<file path="src/rtl/sha2_pad_gen.sv">
// sha2_pad_gen: SHA-2 message padder placed between the message FIFO and the
// compression core. Forwards message words, then appends the 0x80 marker,
// zero fill and the big-endian bit length so that every message ends on a
// 16-word block boundary.
//
//   state   | meaning
//   --------+-----------------------------------------------------------
//   S_IDLE  | no message in flight, all outputs low
//   S_MSG   | FIFO words passed straight through to the core
//   S_PAD80 | marker word: partial tail + 0x80, or a bare 0x80 word
//   S_PAD00 | zero fill until word index 13 has been sent
//   S_LENHI | upper word of the bit length (word index 14)
//   S_LENLO | lower word of the bit length (word index 15)
module sha2_pad_gen #(
  parameter int WordW = 32,
  parameter int LenW  = 2 * WordW
) (
  input  logic               clk_i,
  input  logic               rst_ni,
  input  logic               sha_en,
  input  logic               hash_start,
  input  logic               hash_process,
  input  logic               hash_done,
  input  logic               abort_i,
  input  logic [LenW-1:0]    message_length,
  input  logic               fifo_rvalid,
  input  logic [WordW-1:0]   fifo_rdata,
  input  logic [WordW/8-1:0] fifo_rstrb,
  output logic               fifo_rready,
  output logic               shaf_rvalid,
  output logic [WordW-1:0]   shaf_rdata,
  input  logic               shaf_rready,
  output logic               msg_feed_complete,
  output logic               busy_o
);

  localparam int NB = WordW / 8;
  localparam int CW = LenW - 3;
  localparam int PW = $clog2(NB) + 1;

  typedef enum logic [2:0] {
    S_IDLE,
    S_MSG,
    S_PAD80,
    S_PAD00,
    S_LENHI,
    S_LENLO
  } state_e;

  state_e          state_q, state_d;
  logic [3:0]      widx_q;
  logic [CW-1:0]   byte_cnt_q;
  logic            part_q;
  logic            proc_flag_q;

  logic            xfer;
  logic            start_ok;
  logic            msg_partial;
  logic            msg_end;
  logic [NB-1:0]   strb_up;
  logic [WordW-1:0] pad_partial;
  logic            len_bits_unused;

  function automatic logic [PW-1:0] popcnt(input logic [NB-1:0] s);
    logic [PW-1:0] c;
    c = '0;
    for (int i = 0; i < NB; i++) c = c + PW'(s[i]);
    return c;
  endfunction

  // The length is byte-aligned; its low three bits carry no information.
  assign len_bits_unused = ^message_length[2:0];

  assign start_ok    = sha_en && hash_start;
  assign msg_partial = fifo_rvalid && !(&fifo_rstrb);
  assign msg_end     = proc_flag_q && (byte_cnt_q == message_length[LenW-1:3]);
  assign xfer        = shaf_rvalid && shaf_rready;

  // Marker byte sits just below the last valid byte: first cleared strobe bit
  // whose upper neighbour is set (or the MSB byte when no byte is valid).
  assign strb_up = {1'b1, fifo_rstrb[NB-1:1]};

  // Partial tail word: keep valid bytes, insert 0x80, clear the rest.
  always_comb begin
    pad_partial = '0;
    for (int j = 0; j < NB; j++) begin
      if (fifo_rstrb[j]) pad_partial[j*8 +: 8] = fifo_rdata[j*8 +: 8];
      else if (strb_up[j]) pad_partial[j*8 +: 8] = 8'h80;
    end
  end

  // State register.
  always_ff @(posedge clk_i or negedge rst_ni) begin
    if (!rst_ni) state_q <= S_IDLE;
    else         state_q <= state_d;
  end

  // Next-state logic; abort overrides every other transition.
  always_comb begin
    state_d = state_q;
    if (abort_i) begin
      state_d = S_IDLE;
    end else begin
      unique case (state_q)
        S_IDLE:  if (start_ok) state_d = S_MSG;
        S_MSG:   if (msg_partial || msg_end) state_d = S_PAD80;
        S_PAD80: if (xfer) state_d = (widx_q == 4'd13) ? S_LENHI : S_PAD00;
        S_PAD00: if (xfer && widx_q == 4'd13) state_d = S_LENHI;
        S_LENHI: if (xfer) state_d = S_LENLO;
        S_LENLO: if (xfer) state_d = S_IDLE;
        default: state_d = S_IDLE;
      endcase
    end
  end

  // Output logic; the padding decision cycle in S_MSG presents nothing so a
  // word is never offered and then withdrawn.
  always_comb begin
    shaf_rvalid = 1'b0;
    shaf_rdata  = '0;
    fifo_rready = 1'b0;
    unique case (state_q)
      S_IDLE: ;
      S_MSG: begin
        shaf_rdata = fifo_rdata;
        if (!msg_partial && !msg_end) begin
          shaf_rvalid = fifo_rvalid;
          fifo_rready = shaf_rready;
        end
      end
      S_PAD80: begin
        shaf_rvalid = 1'b1;
        if (part_q) begin
          shaf_rdata  = pad_partial;
          fifo_rready = shaf_rready;
        end else begin
          shaf_rdata  = {8'h80, {(WordW-8){1'b0}}};
        end
      end
      S_PAD00: shaf_rvalid = 1'b1;
      S_LENHI: begin
        shaf_rvalid = 1'b1;
        shaf_rdata  = message_length[LenW-1 -: WordW];
      end
      S_LENLO: begin
        shaf_rvalid = 1'b1;
        shaf_rdata  = message_length[WordW-1:0];
      end
      default: ;
    endcase
    if (abort_i) begin
      shaf_rvalid = 1'b0;
      fifo_rready = 1'b0;
    end
  end

  // Word index, byte count and partial-tail flag.
  always_ff @(posedge clk_i or negedge rst_ni) begin
    if (!rst_ni) begin
      widx_q     <= '0;
      byte_cnt_q <= '0;
      part_q     <= 1'b0;
    end else if (abort_i) begin
      widx_q     <= '0;
      byte_cnt_q <= '0;
      part_q     <= 1'b0;
    end else begin
      if (state_q == S_IDLE && start_ok) begin
        widx_q     <= '0;
        byte_cnt_q <= '0;
      end else if (xfer) begin
        widx_q <= widx_q + 4'd1;
      end
      if (state_q == S_MSG && xfer) byte_cnt_q <= byte_cnt_q + CW'(popcnt(fifo_rstrb));
      if (state_q == S_MSG) begin
        if (msg_partial)  part_q <= 1'b1;
        else if (msg_end) part_q <= 1'b0;
      end
    end
  end

  // Software "message fully pushed" flag; a set wins over any clear.
  always_ff @(posedge clk_i or negedge rst_ni) begin
    if (!rst_ni)                              proc_flag_q <= 1'b0;
    else if (hash_process)                    proc_flag_q <= 1'b1;
    else if (hash_done || hash_start || abort_i) proc_flag_q <= 1'b0;
  end

  assign msg_feed_complete = proc_flag_q && (state_q == S_IDLE);
  assign busy_o            = (state_q != S_IDLE);

endmodule

</file>
<file path="config.mk">
export PLATFORM = sky130hd
export DESIGN_NAME = sha2_pad_gen
export DESIGN_NICKNAME = d
export VERILOG_FILES = /design/src/rtl/sha2_pad_gen.sv
export SDC_FILE = /design/constraint.sdc
export NUM_CORES = 1
export LEC_CHECK = 0
export CAP_MARGIN = 20
export CORE_ASPECT_RATIO = 0.5
export CORE_MARGIN = 2
export CORE_UTILIZATION = 54
export CTS_CLUSTER_DIAMETER = 200
export DETAILED_ROUTE_END_ITERATION = 10
export HOLD_SLACK_MARGIN = 0.02
export PLACE_DENSITY = 0.89
export SETUP_SLACK_MARGIN = 0.2
export SLEW_MARGIN = 20
export SYNTH_ARGS = -nofsm -noshare
export SYNTH_HDL_FRONTEND = slang
export SYNTH_SLANG_ARGS = --single-unit
</file>
<file path="constraint.sdc">
create_clock -name clk_i -period 7.6 [get_ports clk_i]
set_input_delay 1.52 -clock clk_i [delete_from_list [all_inputs] [get_ports clk_i]]
set_output_delay 1.52 -clock clk_i [all_outputs]
set_load 0.01 [all_outputs]
</file>
==> impl_metrics.json <==
{
  "synth.distinct_cells": 71,
  "crit_path_end_kind": "output pin",
  "powerDensity_nw_per_um2": 145,
  "final_common_cell": "clkdlybuf4s50_1",
  "routed_via_density": 6.74,
  "gp_congestion": 0.985,
  "period_needed_ns": 5.97,
  "drt_pass1_iterations": 8,
  "path_clk_slew_ns": 0.06,
  "cts_hold_buffers": 0,
  "nets": 926,
  "final.period_utilization_pct": 78.6,
  "rsz0062_at_grt": "false",
  "gr-usage-met2_pct": 58.8,
  "critPathRequiredTime_ns": 6.08,
  "antenna_found_initial": 0,
  "grt_pass1_vias": 6114,
  "muxShareOfSynthArea_pct": 7.37,
  "finalSetupTns_ns": 0,
  "synth_simple_gate_area_share_pct": 28.4,
  "drv_cap": 0,
  "hold_viol": 0,
  "dieArea_um2": 11500,
  "synth_top_family_by_area": "simple AND/OR/NAND/NOR gates",
  "met1_usage_pct": 49.0,
  "yosysSeqAreaShare_pct": 30.4,
  "synthAdderAreaFrac_pct": 1.91,
  "core-area_um2": 10300,
  "busiest_layer": "met2",
  "finalPower_mw": 1.10,
  "cts-buffers-inserted": 9,
  "reg2reg_slack_ns": 4.04,
  "area_growth_pct": 32.2,
  "row_count": 26,
  "grt-ovfl-total": 0,
  "synth_compound_area_share_pct": 19.0,
  "ant_nets": 0,
  "routed_wl_mm": 21.5,
  "root_buffer": "clkbuf_16",
  "tightest_slew_ns": 1.19,
  "synth_ff_type": "dfrtp_1",
  "post-cts-setup-buffers": 0,
  "seqCellArea_um2": 1750,
  "synth_area_um2": 5750,
  "drive_above_1_share_pct": 6.50,
  "grtUsageTotal_pct": 37.7,
  "ios": 145,
  "p_leak_nw": 3.30,
  "max_clock_freq_mhz": 167,
  "hp-class": "reg2reg",
  "die_w_um": 150,
  "syn_nets": 804,
  "first_iter_violations": 1007,
  "synth_area_per_cell_um2": 8.36,
  "utilization_pct": 74.0,
  "dr_total_vias": 6440,
  "skew_ns": 0.00664,
  "synth-warning-count": 0,
  "vdd_ir_drop_max_mv": 0.117,
  "antenna_cells": 0,
  "worstPathMaxFanout": 8,
  "die_h_um": 77.0,
  "worst_slack_ns": 1.63,
  "setup_viol": 0,
  "fill_cells": 741,
  "clock_latency_ns": 0.35,
  "synth-xor-area-share_pct": 6.09,
  "grt_pass1_wl_mm": 33.3,
  "synth_cells": 688,
  "cts_tree": "done",
  "cts_resized": 0,
  "status": "finished, final reports clean",
  "met3_usage_pct": 10.6,
  "cts_buffer_depth": 2,
  "crit_type": "in2out",
  "pre_cts_ws_ns": 1.76,
  "cp-start-kind": "input port",
  "multi_input_area_um2": 3630,
  "drv_slew": 0,
  "cts.sinks": 70,
  "synth-async-reset-ratio_pct": 100,
  "synth_edf_count": 0,
  "slew_headroom_pct": 20.9,
  "layout_common_cells": "143 x clkdlybuf4s50_1, 79 x nand2_1, 70 x dfrtp_1",
  "initial_core_util_pct": 56.0,
  "dp_hpwl_mm": 16.0,
  "htree_levels": 3,
  "drcViolationCount": 0,
  "numPortBuffers": 144,
  "grt_max_degree": 71,
  "arrival_ns": 4.45,
  "ys_ff_latch": 70,
  "wl_per_cell_um": 22.5
}
-- layer usage --
layer,wire [um],vias up
met1,8270,3040
li1,-,2813
met4,967,0
met5,0,-
met2,9550,480
met3,2740,107
-- worst max-delay path: stages --
cell and delay (ns):
clkdlybuf4s50_1 0.43, xor2_1 0.19, nor4_1 0.35, nand4_1 0.15
nor4_2 0.70, a21oi_2 0.27, a31oi_1 0.29, nor2_1 0.06
clkdlybuf4s50_1 0.49
-- logic make-up (layout without fill, tap and decap cells) --
kind of cell / Yosys count / after routing
flops: 70 / 70
simple gates: 298 / 298
buf+inv: 97 / 224
xor+xnor: 40 / 40
compound gates: 134 / 134
mux: 42 / 42
fa+ha+maj: 7 / 7
-- state kept, by name (all words and copies together), names as in the netlist --
register,flops
proc_flag_q,1
part_q,1
byte_cnt_q,61
widx_q,4
state_q,3
-- metrics by stage --
step,hold slack (ns),area (um^2),std cells
global route,0.547,7610,955
detailed placement,0.501,7260,939
CTS,0.509,7610,955
floorplan,0.459,5750,688
global placement,0.495,7250,938
finish,0.511,7610,955
-- worst paths after layout --
check,from,to,depth (start not counted)
max in group asynchronous,rst_ni,widx_q[2],2
max reg2reg,byte_cnt_q[0],byte_cnt_q[60],10
min in group asynchronous,rst_ni,byte_cnt_q[49],2
max,message_length[7],shaf_rvalid,9
min reg2reg,byte_cnt_q[25],byte_cnt_q[25],1
min,byte_cnt_q[25],byte_cnt_q[25],1
-- cell usage after synthesis (all sizes together), types with 2 or more instances --
master / instances / area (um^2)
nor3: 18 / 95.1
a22oi: 4 / 30.0
xor2: 30 / 263
or3: 2 / 17.5
buf: 14 / 81.3
or4: 13 / 101
mux2i: 39 / 390
ha: 4 / 50.1
o22ai: 5 / 31.3
and2: 9 / 56.3
o221ai: 7 / 61.3
dfrtp: 70 / 1750
a21o: 6 / 52.6
xnor2: 10 / 87.6
clkbuf: 25 / 93.8
a2111o: 4 / 45.0
a21oi: 13 / 72.6
a211oi: 3 / 27.5
a222oi: 28 / 280
a221o: 6 / 60.1
o31ai: 4 / 30.0
nand2b: 22 / 145
o21a: 2 / 15.0
nor2: 25 / 96.4
a31oi: 11 / 68.8
nand2: 80 / 303
nor4b: 2 / 17.5
a31o: 2 / 17.5
fa: 3 / 60.1
o211ai: 10 / 75.1
mux2: 3 / 33.8
o21ai: 15 / 78.8
nand4: 21 / 138
inv: 58 / 218
nor4: 20 / 138
or2: 5 / 33.8
o2111ai: 8 / 87.6
nand3: 36 / 180
and4: 7 / 66.3
and3: 17 / 111
nor2b: 18 / 113
-- power breakdown --
| group | switching [mW] | internal (mW) |
|---|---|---|
| sequential | 0.00626 | 0.375 |
| clock | 0.176 | 0.329 |
| combinational | 0.108 | 0.107 |
-- layout make-up --
class	count	share of cell area [%]
clock buffers	10	3.14
clock inverters	6	1.43
inverters	58	2.86
multi-input cells	521	47.7
flip-flops and latches	70	23.0
well taps	140	2.30
repair buffers	150	19.6
(Power assumes the default switching activity.)
